### src/rtl/prog_loader_pkg.sv
// Shared types and constants for the boot-time program loader.
package prog_loader_pkg;

    localparam int unsigned HDR_BYTES  = 2;
    localparam int unsigned WORD_BYTES = 4;
    localparam int unsigned N_W        = 16;

    typedef enum logic [2:0] {
        ST_IDLE  = 3'd0,
        ST_HDR0  = 3'd1,
        ST_HDR1  = 3'd2,
        ST_DATA  = 3'd3,
        ST_WRITE = 3'd4,
        ST_DONE  = 3'd5,
        ST_ERR   = 3'd6
    } state_t;

endpackage

### src/rtl/prog_loader_byte_assembler.sv
// Packs a little-endian byte stream into 32-bit words; word_ready flags the
// cycle in which the final byte of a word is being accepted.
module prog_loader_byte_assembler
    import prog_loader_pkg::*;
(
    input  logic        clk,
    input  logic        rst,
    input  logic        clear,
    input  logic        byte_valid,
    input  logic [7:0]  data_byte,
    output logic [31:0] word,
    output logic        word_ready
);

    localparam int unsigned CNT_W = $clog2(WORD_BYTES);

    logic [CNT_W-1:0] byte_cnt;

    assign word_ready = byte_valid && (byte_cnt == CNT_W'(WORD_BYTES - 1));

    // Insert each byte at its lane; the counter wraps naturally after the last lane.
    always_ff @(posedge clk or negedge rst) begin
        if (!rst) begin
            word     <= '0;
            byte_cnt <= '0;
        end else if (clear) begin
            word     <= '0;
            byte_cnt <= '0;
        end else if (byte_valid) begin
            word[8*byte_cnt +: 8] <= data_byte;
            byte_cnt              <= byte_cnt + CNT_W'(1);
        end
    end

endmodule

### src/rtl/prog_loader.sv
// Boot-time program loader: header parse, word assembly, imem writes and
// core reset release once the whole image is in place.
module prog_loader
    import prog_loader_pkg::*;
#(
    parameter int unsigned ADDR_W    = 8,
    parameter int unsigned BASE_ADDR = 0
) (
    input  logic              clk,
    input  logic              rst,
    input  logic              start,
    input  logic              in_valid,
    input  logic [7:0]        in_data,
    output logic              in_ready,
    output logic              imem_we,
    output logic [ADDR_W-1:0] imem_addr,
    output logic [31:0]       imem_wdata,
    output logic              core_rst,
    output logic              busy,
    output logic              done,
    output logic              err
);

    // Wide enough that BASE_ADDR + N can never wrap.
    localparam int unsigned CHK_W = ADDR_W + 17;

    state_t            state;
    state_t            state_nxt;
    logic [N_W-1:0]    n_words;
    logic [N_W-1:0]    word_cnt;
    logic [ADDR_W-1:0] addr;
    logic [N_W-1:0]    n_hdr;
    logic [CHK_W-1:0]  end_addr;
    logic              xfer;
    logic              load_start;
    logic              too_big;
    logic              last_word;
    logic              word_ready;

    assign xfer       = in_valid && in_ready;
    assign load_start = start && (state == ST_IDLE || state == ST_DONE || state == ST_ERR);
    assign n_hdr      = {in_data, n_words[7:0]};
    assign end_addr   = CHK_W'(BASE_ADDR) + CHK_W'(n_hdr);
    assign too_big    = end_addr > (CHK_W'(1) << ADDR_W);
    assign last_word  = (word_cnt + N_W'(1)) == n_words;

    // Outputs are pure decodes of the state register.
    assign in_ready  = (state == ST_HDR0) || (state == ST_HDR1) || (state == ST_DATA);
    assign busy      = in_ready || (state == ST_WRITE);
    assign imem_we   = (state == ST_WRITE);
    assign core_rst  = (state != ST_DONE);
    assign done      = (state == ST_DONE);
    assign err       = (state == ST_ERR);
    assign imem_addr = addr;

    prog_loader_byte_assembler u_asm (
        .clk        (clk),
        .rst        (rst),
        .clear      (load_start),
        .byte_valid (xfer && (state == ST_DATA)),
        .data_byte  (in_data),
        .word       (imem_wdata),
        .word_ready (word_ready)
    );

    always_ff @(posedge clk or negedge rst) begin
        if (!rst) state <= ST_IDLE;
        else      state <= state_nxt;
    end

    always_comb begin
        state_nxt = state;
        case (state)
            ST_IDLE:  if (start) state_nxt = ST_HDR0;
            ST_HDR0:  if (xfer)  state_nxt = ST_HDR1;
            ST_HDR1: begin
                if (xfer) begin
                    if (n_hdr == '0)  state_nxt = ST_DONE;
                    else if (too_big) state_nxt = ST_ERR;
                    else              state_nxt = ST_DATA;
                end
            end
            ST_DATA:  if (word_ready) state_nxt = ST_WRITE;
            ST_WRITE: state_nxt = last_word ? ST_DONE : ST_DATA;
            ST_DONE:  if (start) state_nxt = ST_HDR0;
            ST_ERR:   if (start) state_nxt = ST_HDR0;
            default:  state_nxt = ST_IDLE;
        endcase
    end

    // Header latch, word counter and write address.
    always_ff @(posedge clk or negedge rst) begin
        if (!rst) begin
            n_words  <= '0;
            word_cnt <= '0;
            addr     <= ADDR_W'(BASE_ADDR);
        end else if (load_start) begin
            word_cnt <= '0;
            addr     <= ADDR_W'(BASE_ADDR);
        end else if (state == ST_HDR0 && xfer) begin
            n_words[7:0] <= in_data;
        end else if (state == ST_HDR1 && xfer) begin
            n_words[15:8] <= in_data;
        end else if (state == ST_WRITE) begin
            word_cnt <= word_cnt + N_W'(1);
            addr     <= addr + ADDR_W'(1);
        end
    end

endmodule

### config.mk
export PLATFORM = sky130hd
export DESIGN_NAME = prog_loader
export DESIGN_NICKNAME = d
export VERILOG_FILES = /design/src/rtl/prog_loader_pkg.sv /design/src/rtl/prog_loader_byte_assembler.sv /design/src/rtl/prog_loader.sv
export SDC_FILE = /design/constraint.sdc
export NUM_CORES = 1
export LEC_CHECK = 0
export BUFFER_PORTS_ARGS = -buffer_cell sky130_fd_sc_hd__buf_4
export CAP_MARGIN = 20
export CORE_ASPECT_RATIO = 2
export CORE_UTILIZATION = 56
export CTS_BUF_LIST = sky130_fd_sc_hd__clkbuf_8 sky130_fd_sc_hd__clkbuf_16
export DETAILED_ROUTE_END_ITERATION = 8
export GPL_ROUTABILITY_DRIVEN = 0
export HOLD_SLACK_MARGIN = 0.05
export PLACE_DENSITY = 0.75
export RECOVER_POWER = 25
export SYNTH_ARGS = -nofsm -noshare
export SYNTH_HDL_FRONTEND = slang
export SYNTH_HIERARCHICAL = 1
export SYNTH_SLANG_ARGS = --single-unit
### constraint.sdc
create_clock -name clk -period 4.3 [get_ports clk]
set_input_delay 1.29 -clock clk [delete_from_list [all_inputs] [get_ports clk]]
set_output_delay 1.29 -clock clk [all_outputs]
set_load 0.02 [all_outputs]
==> run_results.csv <==
group,metric,value,unit
floorplan,die_h,124,um
detailed_routing,viasPerCell,6.09,
global_routing,grt_pass1_wl,16600,um
setup_path,critical-path-slowest-cell,"dfrtp_1",
detailed_routing,dr.pass1.iters,4,
global_routing,gr-usage-all-layers,28.3,%
clock_tree,clkSlewWorstSetupHoldPaths,0.06,ns
sta,final-setup-viol-count,0,
power,power,2.98,mW
clock_tree,cts_buffers,9,
sta,hold_violations,0,
synth,yosysTopAreaCell,"dfrtp_1",
synth,ys_ff_latch,77,
min_path,hold_class,"reg2reg",
run_status,status,"complete, but fails checks",
clock_tree,cts.htree.levels,3,
power,pwr-share-comb,36.0,%
synth,synth_most_common_cell,"dfrtp_1",
synth,seq_area_frac_synth,46.5,%
final_layout,fill_cells,584,
detailed_routing,ant_nets,0,
setup_path,rr_endpoint,"imem_addr[7]$_DFFE_PN0P_",
power,seq_power_share,35.7,%
floorplan,rows,44,
synth,synth_top_cell_area_share,46.5,%
detailed_routing,drc,0,
power,p_sw,1.07,mW
final_layout,finalNetCount,467,
synth,synthTopCellsByArea,"dfrtp_1 (46%), a32o_1 (5.8%), xnor2_1 (4.9%), mux2_2 (4.3%), nand2_1 (3.8%)",
min_path,min-delay-start,"u_asm/word[3]$_DFFE_PN0P_",
synth,syn-num-nets,420,
setup_path,required,3.01,ns
power,power_leakage,2.19,nW
power,power.share.switching,35.8,%
setup_path,max_stage_delay,0.54,ns
detailed_routing,via_count,3313,
detailed_routing,first_iter_violations,178,
setup_path,cp-end-kind,"primary output",
detailed_routing,wirelength,10200,um
min_path,min_to,"u_asm/word[3]$_DFFE_PN0P_",
run,max_cap_violations,1,
synth,synth_flop_cell,"dfrtp_1",
setup_path,cp-start-kind,"flop",
sta,fin_crit,3.42,ns
min_path,holdPathStages,1,
floorplan,start_util,57.5,%
clock_tree,clock_latency,0.33,ns
setup_path,cp.buffers_inverters,2,
power,vdd_ir_drop_max,0.323,mV
synth,synthCells,401,
placement,port_buffers,57,
final_layout,final_util,68.2,%
detailed_routing,wl_per_cell,18.8,um
sta,tns,0,ns
sta,worstMarginPinSlew,1.90,ns
power,internal_power,1.91,mW
setup_path,critPathKind,"reg2out",
clock_tree,clkSinkCount,77,
setup_path,crit_family,"simple AND/OR/NAND/NOR gates",
floorplan,die_x,62.9,um
floorplan,boundaryPins,58,
clock_tree,cts_buffer_depth,2,
synth,yosysWarnings,6,
sta,clock_skew,0.00484,ns
setup_path,cp.arrival,2.13,ns
synth,synth_edf_count,0,
sta,hold_slack,0.497,ns
setup_path,path_max_fanout,23,
global_routing,gr-total-overflow,0,
sta,drv_slew,78,
final_layout,multi_input_area,2050,um^2
setup_path,path_cells,"nor2_1, nand2_1, inv_1, buf_4",
placement,dp_cells,529,
clock_tree,cts_setup_buffers,0,
power,power_density,607,nW/um^2
placement,dp.final_hpwl,7150,um
setup_path,worst-r2r-cell-count,9,
power,pwr-share-clk,28.2,%
clock_tree,clock-root-buffer,"clkbuf_16",
setup_path,r2r-start,"state[0]$_DFFE_PN0P_",
global_routing,grt_pass1_vias,3373,
global_routing,grt_max_degree,78,
sta,slew_headroom,-26.7,%
setup_path,r2r_slack,1.57,ns
synth,synthesis.area,4150,um^2
final_layout,area.sequential,1930,um^2
synth,synthTopCellsByCount,"dfrtp_1 (77), nand2_1 (42), o21ai_0 (28), nor2_1 (26), a32o_1 (24)",
final_layout,fin_cells,544,
sta,timing.fmax,0.292,GHz
clock_tree,cts_resized,0,
synth,synthDistinctLibCells,52,
synth,synthArstFlopShare,100,%
floorplan,die_area,7780,um^2
clock_tree,hold_buffers,0,
synth,avgSynthCellArea,10.3,um^2
clock_tree,cts_tree,"done",
global_routing,antenna_found_initial,0,
floorplan,core,7210,um^2
sta,fin_crit_sh,79.5,%
sta,rsz0062_at_grt,"false",
final_layout,layout-drive-gt1-share,23.7,%
run_status,violations,"max-capacitance violations, max-slew violations",
final_layout,synthToLayoutAreaGrowth,18.6,%
final_layout,antennaDiodeCount,0,
worst max-delay path by stage:
stage                     slack (ns)                  from  depth (start not counted)                    endpoint
after CTS                       0.87  state[0]$_DFFE_PN0P_                          4                     imem_we
final                           0.88  state[0]$_DFFE_PN0P_                          4                     imem_we
after detailed placement        1.18              in_valid                          8        state[1]$_DFFE_PN0P_
after global placement          1.21              in_valid                          8        state[1]$_DFFE_PN0P_
after global routing            0.68  state[0]$_DFFE_PN0P_                          4                     imem_we
after floorplan                 1.66                 start                          7  u_asm/word[16]$_DFFE_PN0P_
metrics by stage:
step / instance area (um^2) / setup slack (ns)
final: 4920 / 0.881
after global placement: 4590 / 1.21
after detailed placement: 4590 / 1.18
after CTS: 4920 / 0.869
after floorplan: 4150 / 1.66
after global routing: 4920 / 0.675
metal layers:
metal	GRT usage, %	vias to the layer above	routed length [um]
li1	-	1536	-
met1	28.9	1663	3780
met2	53.3	86	5780
met3	4.76	28	306
met4	16.7	0	388
met5	0	-	0
cells by family after synthesis:
group / synth area share, %
flip-flops: 46.5
multiplexers: 5.07
adder cells (fa/ha/maj): 2.11
buffers and inverters: 4.22
AO/OA/AOI/OAI: 17.6
XOR/XNOR: 7.81
AND/OR/NAND/NOR: 16.7
flip-flops by register name (all words and copies together), names as in the netlist:
signal	count
imem_addr	8
u_asm/word	32
state	3
u_asm/byte_cnt	2
n_words	16
word_cnt	16
power by group through the flow:
stage	Clock (mW)	Sequential (mW)	Combinational, mW
final	0.843	1.07	1.07
after global routing	0.884	1.09	1.17
after CTS	0.855	1.07	1.08
after detailed placement	0	1.08	1.07
after global placement	0	1.07	1.04
after floorplan	0	1.06	0.769
cell usage in the layout, fill, tap and decap left out, types with 2 or more instances in the layout:
| cell type | n |
|---|---|
| a32o_1 | 24 |
| buf_4 | 58 |
| nand3_1 | 8 |
| a211oi_1 | 2 |
| nor4_1 | 7 |
| xor2_1 | 14 |
| nor2b_1 | 11 |
| nand2_1 | 42 |
| o31ai_1 | 4 |
| xnor2_1 | 23 |
| and2_1 | 4 |
| o32ai_2 | 8 |
| clkbuf_16 | 9 |
| nor3_1 | 4 |
| clkinv_2 | 2 |
| nor2_1 | 26 |
| nand4_1 | 7 |
| inv_1 | 17 |
| or2_2 | 2 |
| or3_1 | 2 |
| ha_1 | 7 |
| bufinv_16 | 3 |
| dfrtp_1 | 77 |
| o31a_1 | 3 |
| o22ai_1 | 2 |
| o2bb2ai_1 | 2 |
| a21oi_1 | 9 |
| mux2i_1 | 3 |
| o21ai_0 | 28 |
| nand2b_1 | 3 |
| and3_1 | 4 |
| a31oi_1 | 2 |
| mux2_2 | 16 |
final cells by class:
cell class | count | share of cell area (%)
clock buffer | 9 | 4.58
clock inverter | 6 | 2.11
inverter | 16 | 1.22
multi-input combinational | 285 | 41.6
sequential | 77 | 39.2
tap | 92 | 2.34
timing repair buffer | 59 | 8.96
Note: power is estimated with default switching activity, not from simulation.
